--- src/rtl/ram_pkg.sv ---
// rtl/ram_pkg.sv - shared types and default widths for the RAM responder
package ram_pkg;

    typedef enum logic {INIT, READY} ram_state_t;

    localparam int RAM_DATA_W = 8;
    localparam int RAM_ADDR_W = 4;

endpackage

--- src/rtl/ram_init_seq.sv ---
// rtl/ram_init_seq.sv - post-reset clear sweep: INIT/READY FSM and sweep counter
module ram_init_seq
    import ram_pkg::*;
#(
    parameter int ADDR_W = RAM_ADDR_W,
    parameter int DEPTH  = 16
) (
    input  logic              clk,
    input  logic              rst,
    output logic              init_we,
    output logic [ADDR_W-1:0] init_addr,
    output logic              init_busy,
    output logic              ready
);

    localparam logic [ADDR_W-1:0] LAST = ADDR_W'(DEPTH - 1);

    ram_state_t        state_q;
    logic [ADDR_W-1:0] cnt_q;

    always_ff @(posedge clk or posedge rst) begin
        if (rst) begin
            state_q <= INIT;
            cnt_q   <= '0;
        end else if (state_q == INIT) begin
            if (cnt_q == LAST) begin
                state_q <= READY;
                cnt_q   <= '0;
            end else begin
                cnt_q <= cnt_q + 1'b1;
            end
        end
    end

    assign init_busy = (state_q == INIT);
    assign init_we   = init_busy;
    assign init_addr = cnt_q;
    assign ready     = (state_q == READY);

endmodule

--- src/rtl/ram_responder.sv ---
// rtl/ram_responder.sv - simple dual-port RAM bus responder, write-first reads,
// range checking and a hardware clear sweep after reset
module ram_responder
    import ram_pkg::*;
#(
    parameter int                DATA_W   = RAM_DATA_W,
    parameter int                ADDR_W   = RAM_ADDR_W,
    parameter int                DEPTH    = 16,
    parameter logic [DATA_W-1:0] INIT_VAL = '0
) (
    input  logic              clk,
    input  logic              rst,
    input  logic              cs,
    input  logic              w_en,
    input  logic              r_en,
    input  logic [ADDR_W-1:0] w_addr,
    input  logic [ADDR_W-1:0] r_addr,
    input  logic [DATA_W-1:0] w_data,
    output logic [DATA_W-1:0] r_data,
    output logic              r_valid,
    output logic              init_busy,
    output logic              coll,
    output logic              addr_err
);

    localparam logic [ADDR_W:0] DEPTH_L = (ADDR_W + 1)'(DEPTH);

    logic [DATA_W-1:0] mem [0:DEPTH-1];

    logic              init_we;
    logic [ADDR_W-1:0] init_addr;
    logic              ready;

    ram_init_seq #(
        .ADDR_W (ADDR_W),
        .DEPTH  (DEPTH)
    ) u_init_seq (
        .clk       (clk),
        .rst       (rst),
        .init_we   (init_we),
        .init_addr (init_addr),
        .init_busy (init_busy),
        .ready     (ready)
    );

    logic w_in_range, r_in_range;
    logic w_req, r_req, w_ok, r_ok, collide;

    assign w_in_range = ({1'b0, w_addr} < DEPTH_L);
    assign r_in_range = ({1'b0, r_addr} < DEPTH_L);
    assign w_req      = ready & cs & w_en;
    assign r_req      = ready & cs & r_en;
    assign w_ok       = w_req & w_in_range;
    assign r_ok       = r_req & r_in_range;
    assign collide    = w_ok & r_ok & (w_addr == r_addr);

    // The sweep owns the single write port until it finishes.
    logic              mem_we;
    logic [ADDR_W-1:0] mem_waddr;
    logic [DATA_W-1:0] mem_wdata;

    assign mem_we    = init_we | w_ok;
    assign mem_waddr = init_we ? init_addr : w_addr;
    assign mem_wdata = init_we ? INIT_VAL : w_data;

    always_ff @(posedge clk) begin
        if (mem_we) begin
            mem[mem_waddr] <= mem_wdata;
        end
    end

    logic [DATA_W-1:0] r_data_d, r_data_q;
    logic              r_valid_d, r_valid_q;
    logic              coll_d, coll_q;
    logic              addr_err_d, addr_err_q;

    always_comb begin
        r_data_d   = r_data_q;
        r_valid_d  = r_req;
        coll_d     = collide;
        addr_err_d = (w_req & ~w_in_range) | (r_req & ~r_in_range);
        if (collide) begin
            r_data_d = w_data;
        end else if (r_ok) begin
            r_data_d = mem[r_addr];
        end else if (r_req) begin
            r_data_d = '0;
        end
    end

    always_ff @(posedge clk or posedge rst) begin
        if (rst) begin
            r_data_q   <= '0;
            r_valid_q  <= 1'b0;
            coll_q     <= 1'b0;
            addr_err_q <= 1'b0;
        end else begin
            r_data_q   <= r_data_d;
            r_valid_q  <= r_valid_d;
            coll_q     <= coll_d;
            addr_err_q <= addr_err_d;
        end
    end

    assign r_data   = r_data_q;
    assign r_valid  = r_valid_q;
    assign coll     = coll_q;
    assign addr_err = addr_err_q;

endmodule

--- config.mk ---
export PLATFORM = sky130hd
export DESIGN_NAME = ram_responder
export DESIGN_NICKNAME = d
export VERILOG_FILES = /design/src/rtl/ram_pkg.sv /design/src/rtl/ram_init_seq.sv /design/src/rtl/ram_responder.sv
export SDC_FILE = /design/constraint.sdc
export NUM_CORES = 1
export LEC_CHECK = 0
export ABC_AREA = 1
export ABC_CLOCK_PERIOD_IN_PS = 1800
export CAP_MARGIN = 20
export CELL_PAD_IN_SITES_DETAIL_PLACEMENT = 0
export CELL_PAD_IN_SITES_GLOBAL_PLACEMENT = 2
export CORE_MARGIN = 2
export CORE_UTILIZATION = 24
export DETAILED_ROUTE_END_ITERATION = 8
export GPL_TIMING_DRIVEN = 0
export MAX_ROUTING_LAYER = met4
export PLACE_DENSITY_LB_ADDON = 0.25
export SETUP_SLACK_MARGIN = 0.05
export SLEW_MARGIN = 10
export SYNTH_ARGS = -nofsm -noshare
export SYNTH_HDL_FRONTEND = slang
export SYNTH_SLANG_ARGS = --single-unit
--- constraint.sdc ---
create_clock -name clk -period 1.8 [get_ports clk]
set_input_delay 0.27 -clock clk [delete_from_list [all_inputs] [get_ports clk]]
set_output_delay 0.27 -clock clk [all_outputs]
set_load 0.01 [all_outputs]
==> impl_metrics.tcl <==
set metrics [dict create \
    rsz0062_at_grt "false" \
    synth_compound_area_share_pct 1.237 \
    max_freq_mhz 600.8 \
    switchingPower_mw 1.957 \
    areaGrowthSynthToFinish_pct 31.52 \
    final_area_mm2 0.008646 \
    vias 4785 \
    start_util_pct 24.39 \
    final_antenna_net_count 0 \
    numCtsBuffers 17 \
    synth_top_family_by_area "simple AND/OR/NAND/NOR gates" \
    route.detailed.drc 0 \
    syn_inst 678 \
    setup_viol 0 \
    worst-path-stages 8 \
    synthSimpleGateAreaFrac_pct 25.07 \
    die_width_um 169.5 \
    grt.overflow.total 0 \
    synthArstFlopShare_pct 10.49 \
    wl_um 20390 \
    synth_xor_area_share_pct 0 \
    cts_buffer_depth 2 \
    cp_cell_sequence "clkdlybuf4s50_1, buf_4, clkbuf_2, nand3_1, nand3_1, nand3_1, nand3_1, nand2_1" \
    drtIter0Drc 258 \
    holdWs_ns 0.2197 \
    cts.sinks 143 \
    combPwrFrac_pct 9.8 \
    antenna_found_initial 0 \
    r2r_slack_ns 0.14 \
    synth_edf_count 128 \
    worst_r2r_path_depth 4 \
    antenna_cells 0 \
    worst_setup_path_end_kind "flop" \
    clk_latency_ns 0.43 \
    routabilityCongestion 0.7973 \
    final_net_count 775 \
    syn_area_mm2 0.006574 \
    grt_pass1_vias 4959 \
    max_stage_delay_ns 0.48 \
    cp_max_fo 10 \
    path_clk_slew_ns 0.06 \
    portBuffers 30 \
    syn_nets 700 \
    synthMuxAreaShare_pct 0 \
    rows 60 \
    finalMaxSlewViolations 0 \
    cp.arrival_ns 1.98 \
    first_pass_iters 5 \
    max-slew-margin-rel_pct 48.31 \
    r2r_start "u_init_seq.ready$_DFF_PP0_" \
    final-hold-violation-count 0 \
    grt_usage_pct 15.44 \
    status "completed" \
    ys_warn_count 0 \
    core_mm2 0.02695 \
    syn_area_per_cell_um2 9.696 \
    drv_cap 0 \
    dieArea_mm2 0.02873 \
    post-route-period-util_pct 92.47 \
    cts_tree "built" \
    critPathTopFamily "buffers and inverters" \
    sequentialPowerShare_pct 46.2 \
    holdBufCountCts 0 \
    cellLeakagePower_nw 3.579 \
    critical_path_required_ns 2.11 \
    via_per_inst 4.322 \
    clock_power_share_pct 44.0 \
    vdd_drop_max_mv 0.6608 \
    r2r-end "mem[0][4]$_DFFE_PP_" \
    hold_path.class "in2async" \
    ys_seq_area_share_pct 64.18 \
    ios 33 \
    worstMarginPinSlew_ns 0.7754 \
    period_minus_slack_ns 1.664 \
    dpl_cell_area_mm2 0.007301 \
    netSwitchingFraction_pct 24.60 \
    synth-seq-cells 143 \
    synth_fa_ha_area_share_pct 0.1903 \
    p_per_area_mw_per_mm2 920.0 \
    grt_max_degree 17 \
    htreeDepth 4 \
    grt_pass1_wl_um 30580 \
    fin_tns_setup_ns 0 \
    crit_top_cell "nand3_1" \
    cts-root-buf "clkbuf_16" \
    hpwlAfterDp_um 14060 \
    crit_buf_inv 3 \
    ys.flop_type "edfxtp_1" \
    p_int_mw 5.998 \
    finClkSkew_ns 0.01020 \
    crit_type "in2reg" \
    wire_per_inst_um 18.42 \
    die_y_um 169.5 \
    crit_slowest_cell "clkdlybuf4s50_1" \
    drive_above_1_share_pct 18.67 \
    synth_cell_types 28 \
    startpoint_type "primary input" \
]
-- worst max-delay path by stage --
stage                                     startpoint                     to
after CTS                 u_init_seq.ready$_DFF_PP0_   mem[12][1]$_DFFE_PP_
after detailed placement                   w_addr[3]   mem[11][3]$_DFFE_PP_
after global placement                     w_addr[3]   mem[11][1]$_DFFE_PP_
after global routing      u_init_seq.ready$_DFF_PP0_  r_data[4]$_DFFE_PP0P_
final                                      r_addr[2]  r_data[1]$_DFFE_PP0P_
after floorplan           u_init_seq.ready$_DFF_PP0_   mem[14][0]$_DFFE_PP_
-- cells in the mapped netlist, types with 2 or more instances --
cell type  count  share of area, %
buf_4          4              0.46
edfxtp_1     128                58
o21ai_0        2              0.15
a21oi_1        3              0.23
nand4_1        9              0.86
dfrtp_1       15               5.7
o21ai_2        2              0.27
nor2_1        19               1.1
clkinv_1       2              0.11
nand2_2        8              0.76
nand3_1      122               9.3
buf_1          2              0.11
o22ai_1        3              0.29
inv_2          3              0.17
buf_2         16               1.2
clkbuf_1       5              0.29
nand2_1      208                12
inv_1        115               6.6
nor2_8         2              0.61
buf_6          2              0.34
-- through the flow --
step	total power, mW	setup WS [ns]	utilization (%)	cells
2_1_floorplan	4.086	0.1597	-	678
3_3_place_gp	4.412	-0.7314	27.09	1049
3_5_place_dp	4.415	-0.7788	27.09	1049
4_1_cts	7.992	0.05339	31.69	1103
5_1_grt	8.216	0.03599	32.08	1107
6_report	7.954	0.1356	32.08	1107
-- cell families (layout without fill, tap and decap cells) --
kind of cell	after synthesis	in the layout
buffers and inverters	149	237
other	1	1
DFF	143	143
adders and majority gates	1	1
and+or+nand+nor	371	371
AOI/OAI and AO/OA	13	13
-- per-layer routing --
metal	track usage, %	share of wire [%]	routed length [um]
met5	-	0	0
met4	5.351	1.8	362
met3	2.495	2.9	586
met2	25.36	50	10120
met1	19.40	46	9315
-- cell type report --
type / count / area [um^2]
Fill cell: 2757 / 18310
Sequential cell: 143 / 4220
Multi-Input combinational cell: 386 / 1984
Timing Repair Buffer: 56 / 752.0
Inverter: 120 / 485.5
Tap cell: 341 / 426.7
Clock buffer: 17 / 425.4
Buffer: 29 / 195.2
Clock inverter: 15 / 156.4
-- flip-flops by register name, indices dropped and copies added (netlist names) --
register and count:
r_data 8, u_init_seq.ready 1, coll 1, r_valid 1, u_init_seq.init_addr 4, mem 128
-- power by group through the flow --
stage | registers, mW | logic, mW | clock network [mW]
CTS | 3.67 | 0.768 | 3.55
finish | 3.67 | 0.780 | 3.50
floorplan | 3.75 | 0.331 | 0
global route | 3.68 | 0.854 | 3.68
detailed placement | 3.75 | 0.668 | 0
global placement | 3.75 | 0.666 | 0
-- timing repair --
action                                 in CTS  in global routing
gates resized for setup                    67                 26
setup endpoints to repair                 265                264
setup buffers                              22                  4
pin swaps                                  14                  6
endpoints found under the hold margin       0                  0
-- layout by cell type (no fill, tap or decap), types with 3 or more instances in the layout --
cell | synthesis | routed
nor2_1 | 19 | 3
clkdlybuf4s50_1 | 0 | 28
o22ai_1 | 3 | 3
clkbuf_2 | 0 | 5
nand2_2 | 8 | 10
a21oi_1 | 3 | 3
nand2_1 | 208 | 200
buf_2 | 16 | 5
inv_6 | 0 | 5
clkbuf_16 | 0 | 17
inv_1 | 115 | 104
clkbuf_4 | 0 | 4
inv_2 | 3 | 6
nand3_1 | 122 | 118
edfxtp_1 | 128 | 128
clkinv_1 | 2 | 3
buf_12 | 0 | 21
buf_6 | 2 | 3
clkinvlp_4 | 0 | 10
nand3_4 | 1 | 5
nand4_1 | 9 | 9
nand2_4 | 0 | 6
nor2_4 | 1 | 17
dfrtp_1 | 15 | 14
buf_4 | 4 | 15
(Power assumes the default switching activity.)
